File: config.mk
export PLATFORM = sky130hd
export DESIGN_NAME = coin_acceptor
export DESIGN_NICKNAME = d
export VERILOG_FILES = /design/src/rtl/vend_pkg.sv /design/src/rtl/coin_sync_debounce.sv /design/src/rtl/coin_acceptor.sv
export SDC_FILE = /design/constraint.sdc
export NUM_CORES = 1
export LEC_CHECK = 0
export CAP_MARGIN = 20
export CORE_MARGIN = 4
export CORE_UTILIZATION = 58
export CTS_BUF_LIST = sky130_fd_sc_hd__clkbuf_8
export CTS_CLUSTER_SIZE = 24
export DETAILED_ROUTE_END_ITERATION = 16
export PLACE_DENSITY_LB_ADDON = 0.08
export SLEW_MARGIN = 20
export SYNTH_ARGS = -nofsm -noshare
export SYNTH_HDL_FRONTEND = slang
export SYNTH_SLANG_ARGS = --single-unit
File: constraint.sdc
create_clock -name clk -period 1.9 [get_ports clk]
set_input_delay 0.19 -clock clk [delete_from_list [all_inputs] [get_ports clk]]
set_output_delay 0.19 -clock clk [all_outputs]
set_load 0.03 [all_outputs]
File: src/rtl/vend_pkg.sv
// Shared definitions for the coin acceptor and the vending FSM that consumes its coin codes.
// Holds coin codes, the acceptor state encoding and the default width windows.
package vend_pkg;

    localparam logic [1:0] COIN_NONE = 2'd0;
    localparam logic [1:0] COIN_ONE  = 2'd1;
    localparam logic [1:0] COIN_TWO  = 2'd2;

    typedef enum logic [1:0] {
        ACC_IDLE     = 2'd0,
        ACC_MEASURE  = 2'd1,
        ACC_CLASSIFY = 2'd2,
        ACC_FAULT    = 2'd3
    } acc_state_t;

    localparam int DEF_DEB    = 3;
    localparam int DEF_W1_MIN = 8;
    localparam int DEF_W1_MAX = 15;
    localparam int DEF_W2_MIN = 20;
    localparam int DEF_W2_MAX = 31;
    localparam int DEF_STUCK  = 63;
    localparam int DEF_CW     = 6;

    // Maps a measured width onto a coin code; COIN_NONE means the width is outside both windows.
    function automatic logic [1:0] width_to_coin(
        input int unsigned width,
        input int unsigned w1_min,
        input int unsigned w1_max,
        input int unsigned w2_min,
        input int unsigned w2_max
    );
        logic [1:0] code;
        code = COIN_NONE;
        if (width >= w1_min && width <= w1_max) begin
            code = COIN_ONE;
        end else if (width >= w2_min && width <= w2_max) begin
            code = COIN_TWO;
        end
        return code;
    endfunction

endpackage

File: src/rtl/coin_sync_debounce.sv
// Purpose: two-flop synchroniser on the raw coin sense line, then a DEB-cycle stability filter.
// Latency: 2 + DEB edges from raw change to q_filt change, identical for rise and fall.
// Backpressure: none; free-running filter, glitches shorter than DEB cycles are dropped.
module coin_sync_debounce
    import vend_pkg::*;
#(
    parameter int DEB = DEF_DEB
) (
    input  logic clk,
    input  logic rst,
    input  logic d_raw,
    output logic q_filt
);

    localparam int DW = (DEB > 1) ? $clog2(DEB) : 1;

    logic          r_s1;
    logic          r_s2;
    logic          r_filt;
    logic [DW-1:0] r_cnt;

    always_ff @(posedge clk) begin
        if (!rst) begin
            r_s1   <= 1'b0;
            r_s2   <= 1'b0;
            r_filt <= 1'b0;
            r_cnt  <= '0;
        end else begin
            r_s1 <= d_raw;
            r_s2 <= r_s1;
            // Counter holds the number of consecutive disagreeing edges seen so far.
            if (r_s2 == r_filt) begin
                r_cnt <= '0;
            end else if (r_cnt == DW'(DEB - 1)) begin
                r_filt <= r_s2;
                r_cnt  <= '0;
            end else begin
                r_cnt <= r_cnt + 1'b1;
            end
        end
    end

    assign q_filt = r_filt;

endmodule

File: src/rtl/coin_acceptor.sv
// Purpose: classify debounced coin pulses by width into one-cycle coin/rej outputs; latch a jam fault.
// Latency: coin/rej appear DEB+3 edges after sense_raw is first sampled low.
// Backpressure: none; accept_en low turns would-be coins into rejects, sampled only at classification.
module coin_acceptor
    import vend_pkg::*;
#(
    parameter int DEB    = DEF_DEB,
    parameter int W1_MIN = DEF_W1_MIN,
    parameter int W1_MAX = DEF_W1_MAX,
    parameter int W2_MIN = DEF_W2_MIN,
    parameter int W2_MAX = DEF_W2_MAX,
    parameter int STUCK  = DEF_STUCK,
    parameter int CW     = DEF_CW
) (
    input  logic       clk,
    input  logic       rst,
    input  logic       sense_raw,
    input  logic       accept_en,
    output logic [1:0] coin,
    output logic       rej,
    output logic       fault,
    output logic       busy
);

    localparam logic [CW-1:0] STUCK_C = CW'(STUCK);

    logic          w_filt;
    acc_state_t    r_state;
    acc_state_t    w_state_nxt;
    logic [CW-1:0] r_wcnt;
    logic [CW-1:0] w_wcnt_nxt;
    logic [1:0]    r_coin;
    logic [1:0]    w_coin_nxt;
    logic          r_rej;
    logic          w_rej_nxt;
    logic          r_fault;
    logic          w_fault_nxt;
    logic [1:0]    w_code;

    coin_sync_debounce #(
        .DEB (DEB)
    ) u_sync_debounce (
        .clk    (clk),
        .rst    (rst),
        .d_raw  (sense_raw),
        .q_filt (w_filt)
    );

    always_ff @(posedge clk) begin
        if (!rst) begin
            r_state <= ACC_IDLE;
            r_wcnt  <= '0;
            r_coin  <= COIN_NONE;
            r_rej   <= 1'b0;
            r_fault <= 1'b0;
        end else begin
            r_state <= w_state_nxt;
            r_wcnt  <= w_wcnt_nxt;
            r_coin  <= w_coin_nxt;
            r_rej   <= w_rej_nxt;
            r_fault <= w_fault_nxt;
        end
    end

    always_comb begin
        w_state_nxt = r_state;
        w_wcnt_nxt  = r_wcnt;
        w_coin_nxt  = COIN_NONE;
        w_rej_nxt   = 1'b0;
        w_fault_nxt = r_fault;
        w_code      = COIN_NONE;

        case (r_state)
            ACC_IDLE: begin
                w_wcnt_nxt = '0;
                if (w_filt) begin
                    w_state_nxt = ACC_MEASURE;
                    w_wcnt_nxt  = CW'(1);
                end
            end
            ACC_MEASURE: begin
                if (w_filt) begin
                    // Saturate at STUCK and latch the jam instead of ever wrapping.
                    if (r_wcnt >= STUCK_C - 1'b1) begin
                        w_wcnt_nxt  = STUCK_C;
                        w_state_nxt = ACC_FAULT;
                        w_fault_nxt = 1'b1;
                    end else begin
                        w_wcnt_nxt = r_wcnt + 1'b1;
                    end
                end else begin
                    w_state_nxt = ACC_CLASSIFY;
                end
            end
            ACC_CLASSIFY: begin
                w_code = width_to_coin(32'(r_wcnt), W1_MIN, W1_MAX, W2_MIN, W2_MAX);
                if (accept_en && (w_code != COIN_NONE)) begin
                    w_coin_nxt = w_code;
                end else begin
                    w_rej_nxt = 1'b1;
                end
                // A new debounced rise landing here starts the next measurement without loss.
                if (w_filt) begin
                    w_state_nxt = ACC_MEASURE;
                    w_wcnt_nxt  = CW'(1);
                end else begin
                    w_state_nxt = ACC_IDLE;
                    w_wcnt_nxt  = '0;
                end
            end
            ACC_FAULT: begin
                w_fault_nxt = 1'b1;
            end
            default: begin
                w_state_nxt = ACC_IDLE;
                w_wcnt_nxt  = '0;
            end
        endcase
    end

    assign coin  = r_coin;
    assign rej   = r_rej;
    assign fault = r_fault;
    assign busy  = (r_state == ACC_MEASURE) || (r_state == ACC_CLASSIFY);

endmodule

==> results of run 1 <==
-- synth_stat cells, drive strengths merged, types with 2 or more instances --
library cell	number
clkbuf	2
inv	8
o21ai	4
buf	3
nor3	2
dfxtp	17
o22ai	3
nor3b	2
and2	4
o2111a	2
o211ai	2
nand3	4
nand4b	2
a32o	4
a21oi	3
nor2b	3
or2	2
nor2	5
ha	9
a211o	4
-- sequential cells by signal, summed over array words and instances, names as in the netlist --
register,cells
r_state,2
u_sync_debounce.q_filt,1
r_wcnt,6
u_sync_debounce.r_s1,1
u_sync_debounce.r_s2,1
fault,1
u_sync_debounce.r_cnt,2
coin,2
rej,1
-- through the flow --
step / power, uW / setup slack (ns) / util
6_report: 1070 / 0.117 / 0.707
5_1_grt: 1140 / 0.0312 / 0.707
4_1_cts: 1080 / 0.146 / 0.707
3_5_place_dp: 816 / 0.200 / 0.678
3_3_place_gp: 797 / 0.264 / 0.678
2_1_floorplan: 730 / 0.352 / -
-- how the worst max path moves through the flow --
stage	startpoint	end	slack, ns	cells past startpoint
final	r_state[0]	r_wcnt[1]	0.12	5
after global routing	r_state[0]	r_wcnt[1]	0.03	5
after CTS	r_state[0]	r_wcnt[1]	0.15	5
after detailed placement	r_state[0]	r_wcnt[1]	0.20	5
after global placement	r_state[1]	r_wcnt[2]	0.26	5
after floorplan	r_state[1]	r_wcnt[2]	0.35	6
-- worst max-delay path, stage by stage (launching register included) --
cell     delay, ns
dfxtp_1       0.42
inv_1         0.11
ha_1          0.32
nor3_1        0.50
or2_1         0.20
a32o_1        0.17
-- where the power goes --
group          leakage (uW)  total [uW]  switching, uW  internal [uW]
Clock             0.0000255         270            124            146
Combinational      0.000256         401            224            177
Sequential         0.000138         404           22.7            381
-- logic make-up (layout without fill, tap and decap cells) --
| group | after synthesis | count (layout) |
|---|---|---|
| simple gates | 30 | 30 |
| compound gates | 28 | 28 |
| flops | 17 | 17 |
| buf+inv | 13 | 22 |
| fa+ha+maj | 9 | 9 |
| xor+xnor | 1 | 1 |
| mux | 1 | 1 |
-- layer usage --
metal	up-vias	GRT usage	part of all wire
met5	-	0	0
met4	0	0.0628	0.014
met3	5	0.0583	0.032
met2	10	0.307	0.52
met1	373	0.193	0.44
li1	382	-	-
-- repair_timing --
action	CTS	global route
resized for setup	1	0
hold endpoints to repair	0	0
setup endpoints to repair	1	0
-- layout make-up --
class	instances	area share
repair buffers	10	0.0861
inverters	8	0.0276
multi-input cells	69	0.513
clock inverters	1	0.00459
well taps	16	0.0184
clock buffers	3	0.0379
flip-flops and latches	17	0.312
==> results.cfg, run 1 <==
[outcome]
status = complete, no violations

[synth]
yosys.area.top_type = dfxtp_1
yosysSeqAreaShare = 0.355
synthXorXnorAreaFrac = 0.00913
synth_compound_area_frac = 0.231
synth_top_area_share = 0.355
ys_types = 40
muxShareOfSynthArea = 0.0104
synthTopCellsByArea = dfxtp_1 35%, ha_1 12%, a32o_1 4.2%, inv_1 3.1%, a211o_1 2.7%
synth_fa_ha_area_frac = 0.117
synth_seq_cells = 17
yosys_warnings = 0
synth_top_family_by_area = compound AO/OA/AOI/OAI gates
synthFlopType = dfxtp_1
synth_edf_count = 0
synth_nets = 112
synthArstFlopShare = 0
synthCells = 99
synth_area_um2 = 960
syn_area_per_cell_um2 = 9.69
synth-simple-area-share = 0.215

[clocking]
clk_path_buf_depth = 2
htreeDepth = 1
tritoncts = done
cts_sinks = 17
postCtsSetupBuffers = 0
root_buffer = clkbuf_8
cts.clk_slew.worst_paths_ns = 0.07
ctsHoldBuffers = 0
cts_buffers = 3
clk_latency_ns = 0.25

[pwr]
powerDensity_nw_per_um2 = 986
power.static_leakage_uw = 0.000419
peakVddDrop_uv = 917

[sta]
skew_ns = 0.00374
maxSlewViolCount = 0
finalCriticalPeriod_ns = 1.78
max_freq_mhz = 561
rsz0062_at_grt = no
timing.hold.ws_ns = 0.415
finalCritPeriodShare = 0.939
setup_tns_ns = 0
worstMarginPinSlew_ns = 0.537
hold_viol = 0
slew_headroom = 0.639
setup-violations-final = 0

[route]
wl_per_cell_um = 15.3
wirelength_um = 1900
drt_iter0_drc = 9
vias_per_cell = 6.21
drc = 0
drt_first_pass_iters = 4
vias = 770
ant_nets = 0

[place]
post-dp-hpwl_um = 1340
placed_area_um2 = 1040
dp.cells = 120
io_buffer_count = 8
globalplace.congestion = 0.829

[min_path]
whs_endpoint = u_sync_debounce.r_cnt[0]
holdPathStages = 1
min_from = u_sync_debounce.r_cnt[0]
worstHoldPathType = reg -> reg

[critical_path]
criticalPathCategory = reg -> reg
r2r_slack_ns = 0.12
ff2ff_path_depth = 5
crit_arrival_ns = 1.98
worstSetupEndpointType = flop
required_ns = 2.09
rr_startpoint = r_state[0]
cp_max_fo = 8
cp-start-kind = flop
r2r-end = r_wcnt[1]

[cells_and_area]
seqCellArea_um2 = 340
fin_nets = 122
layout_common_cells = 17 x dfxtp_1, 9 x ha_1, 8 x inv_1
drive_above_1_share = 0.102
nFillCells = 122
fin_cells = 124
final_common_cell = dfxtp_1
diodes = 0
syn_to_final_growth_pct = 13.6
multi_input_area_um2 = 559
final_area_um2 = 1090

[global_routing]
antenna_found_initial = 0
grt_pass1_vias = 763
grt_pass1_wl_um = 3320
grt_max_degree = 15
grt.overflow.total = 0
gr-usage-all-layers = 0.175

[job]
max_cap_violations = 0

[die]
dieWidth_um = 48.7
fp.coreArea_um2 = 1540
dieArea_um2 = 2370
io_pins = 9
fp.dieH_um = 48.7
start_util = 0.623
row_count = 14
Power figures use the tool's default switching activity.
==> run 2, diff against run 1 <==
CELL_PAD_IN_SITES_DETAIL_PLACEMENT = 1   (was unset)
CELL_PAD_IN_SITES_GLOBAL_PLACEMENT = 1   (was unset)
CORE_ASPECT_RATIO = 1.5   (was unset)
CORE_UTILIZATION = 45   (was 58)
==> run 2 against run 1 <==
Effect of this change: non-clock buffer count is the same; sequential power is essentially flat; first-iteration DRC count grew 11%; worst setup slack gained 0.086 ns; design area grew 0.69%; cell count grew 4.8%; flip-flop and latch count is the same; count of clock-buffer cells in the layout is the same; critical path depth is the same; critical path type unchanged; critical endpoint is now r_wcnt[2]; largest power group unchanged; highest routed layer unchanged.
==> results.cfg, run 2 (synthesized netlist as in run 1, its figures left out) <==
[outcome]
status = complete, no violations

[min_path]
holdPathStages = 1
worstHoldPathType = reg -> reg
whs_endpoint = u_sync_debounce.r_cnt[0]
min_from = u_sync_debounce.r_cnt[0]

[pwr]
powerDensity_nw_per_um2 = 976
p_switching_uw = 368
power.static_leakage_uw = 0.000419
clkPwrFrac = 0.256
pwr-share-seq = 0.377
p_int_uw = 703
power_uw = 1070
swShare = 0.344
peakVddDrop_uv = 777
pwr-share-comb = 0.368

[job]
max_cap_violations = 0

[sta]
hold_viol = 0
setup-violations-final = 0
max_freq_mhz = 589
slew_headroom = 0.677
rsz0062_at_grt = no
layout_setup_ws_ns = 0.203
setup_tns_ns = 0
skew_ns = 0.00528
maxSlewViolCount = 0
finalCriticalPeriod_ns = 1.70
finalCritPeriodShare = 0.893
worstMarginPinSlew_ns = 0.483

[critical_path]
rr_startpoint = r_state[1]
ff2ff_path_depth = 5
required_ns = 2.05
criticalPathCategory = reg -> reg
cp_max_fo = 10
crit_arrival_ns = 1.85
cp-start-kind = flop
r2r-end = r_wcnt[2]
worstSetupEndpointType = flop
r2r_slack_ns = 0.20

[cells_and_area]
fin_nets = 122
nFillCells = 231
final_common_cell = dfxtp_1
multi_input_area_um2 = 559
seqCellArea_um2 = 340
diodes = 0
largest_reg_flops = 6
final_area_um2 = 1100
syn_to_final_growth_pct = 14.3
regMostFlops = r_wcnt
drive_above_1_share = 0.102
layout_common_cells = 17 x dfxtp_1, 9 x ha_1, 8 x inv_1
final_util = 0.541

[clocking]
cts_buffers = 3
clk_latency_ns = 0.25
postCtsSetupBuffers = 0
tritoncts = done
clk_path_buf_depth = 2
cts.clk_slew.worst_paths_ns = 0.07
post_cts_resized = 1
htreeDepth = 1
root_buffer = clkbuf_8
cts_sinks = 17
ctsHoldBuffers = 0

[place]
post-dp-hpwl_um = 1590
placed_area_um2 = 1050
globalplace.congestion = 0.741
io_buffer_count = 8
place_ws_ns = 0.213

[die]
io_pins = 9
row_count = 20
dieWidth_um = 45.7
dieArea_um2 = 2950
start_util = 0.473
fp.dieH_um = 64.6
fp.coreArea_um2 = 2030

[route]
drt_first_pass_iters = 3
wl_per_cell_um = 16.2
ant_nets = 0
drc = 0
wirelength_um = 2110
vias = 753
vias_per_cell = 5.79
drt_iter0_drc = 10

[global_routing]
antenna_found_initial = 0
grt_max_degree = 15
grt.overflow.total = 0
gr-usage-all-layers = 0.168
grt_pass1_wl_um = 3680
grt_pass1_vias = 809
## run 2: cell counts in the layout (fill, tap and decap cells not counted)
Identical to the previous run, type by type.
## run 2: how the worst max path moves through the flow
stage	depth (start not counted)	slack, ns	from	endpoint
2_1_floorplan	6	0.35	r_state[1]	r_wcnt[2]
4_1_cts	5	0.20	r_state[0]	r_wcnt[4]
6_report	5	0.20	r_state[1]	r_wcnt[2]
3_3_place_gp	5	0.25	r_state[1]	r_wcnt[2]
3_5_place_dp	5	0.21	r_state[1]	r_wcnt[2]
5_1_grt	5	0.07	r_state[1]	r_wcnt[3]
## run 2: area by class of cell
cell class | count | share of cell area
Multi-Input combinational cell | 69 | 0.510
Sequential cell | 17 | 0.310
Timing Repair Buffer | 10 | 0.0855
Clock buffer | 3 | 0.0376
Inverter | 8 | 0.0274
Tap cell | 22 | 0.0251
Clock inverter | 1 | 0.00456
## run 2: metal layers
layer	track usage	vias to the layer above	wire length (um)
met5	0	-	0
met4	0.0641	0	14
met3	0.0167	2	31
met2	0.290	5	1160
met1	0.203	368	904
li1	-	378	-
## run 2: worst max-delay path, stage by stage, from the launching register on
cell      delay [ns]
dfxtp_1         0.41
inv_1           0.11
ha_1            0.31
nor4bb_4        0.21
a211o_1         0.30
a32o_1          0.25
## run 2: through the flow
stage               hold WS (ns)  cells
global route               0.427    130
global placement           0.404    126
finish                     0.411    130
CTS                        0.416    130
detailed placement         0.407    126
floorplan                  0.317     99
## run 2: power groups by stage
stage	sequential [uW]	combinational [uW]	clock, uW
floorplan	423	307	0
global placement	409	404	0
detailed placement	412	403	0
CTS	404	397	280
global route	407	438	293
finish	404	394	274
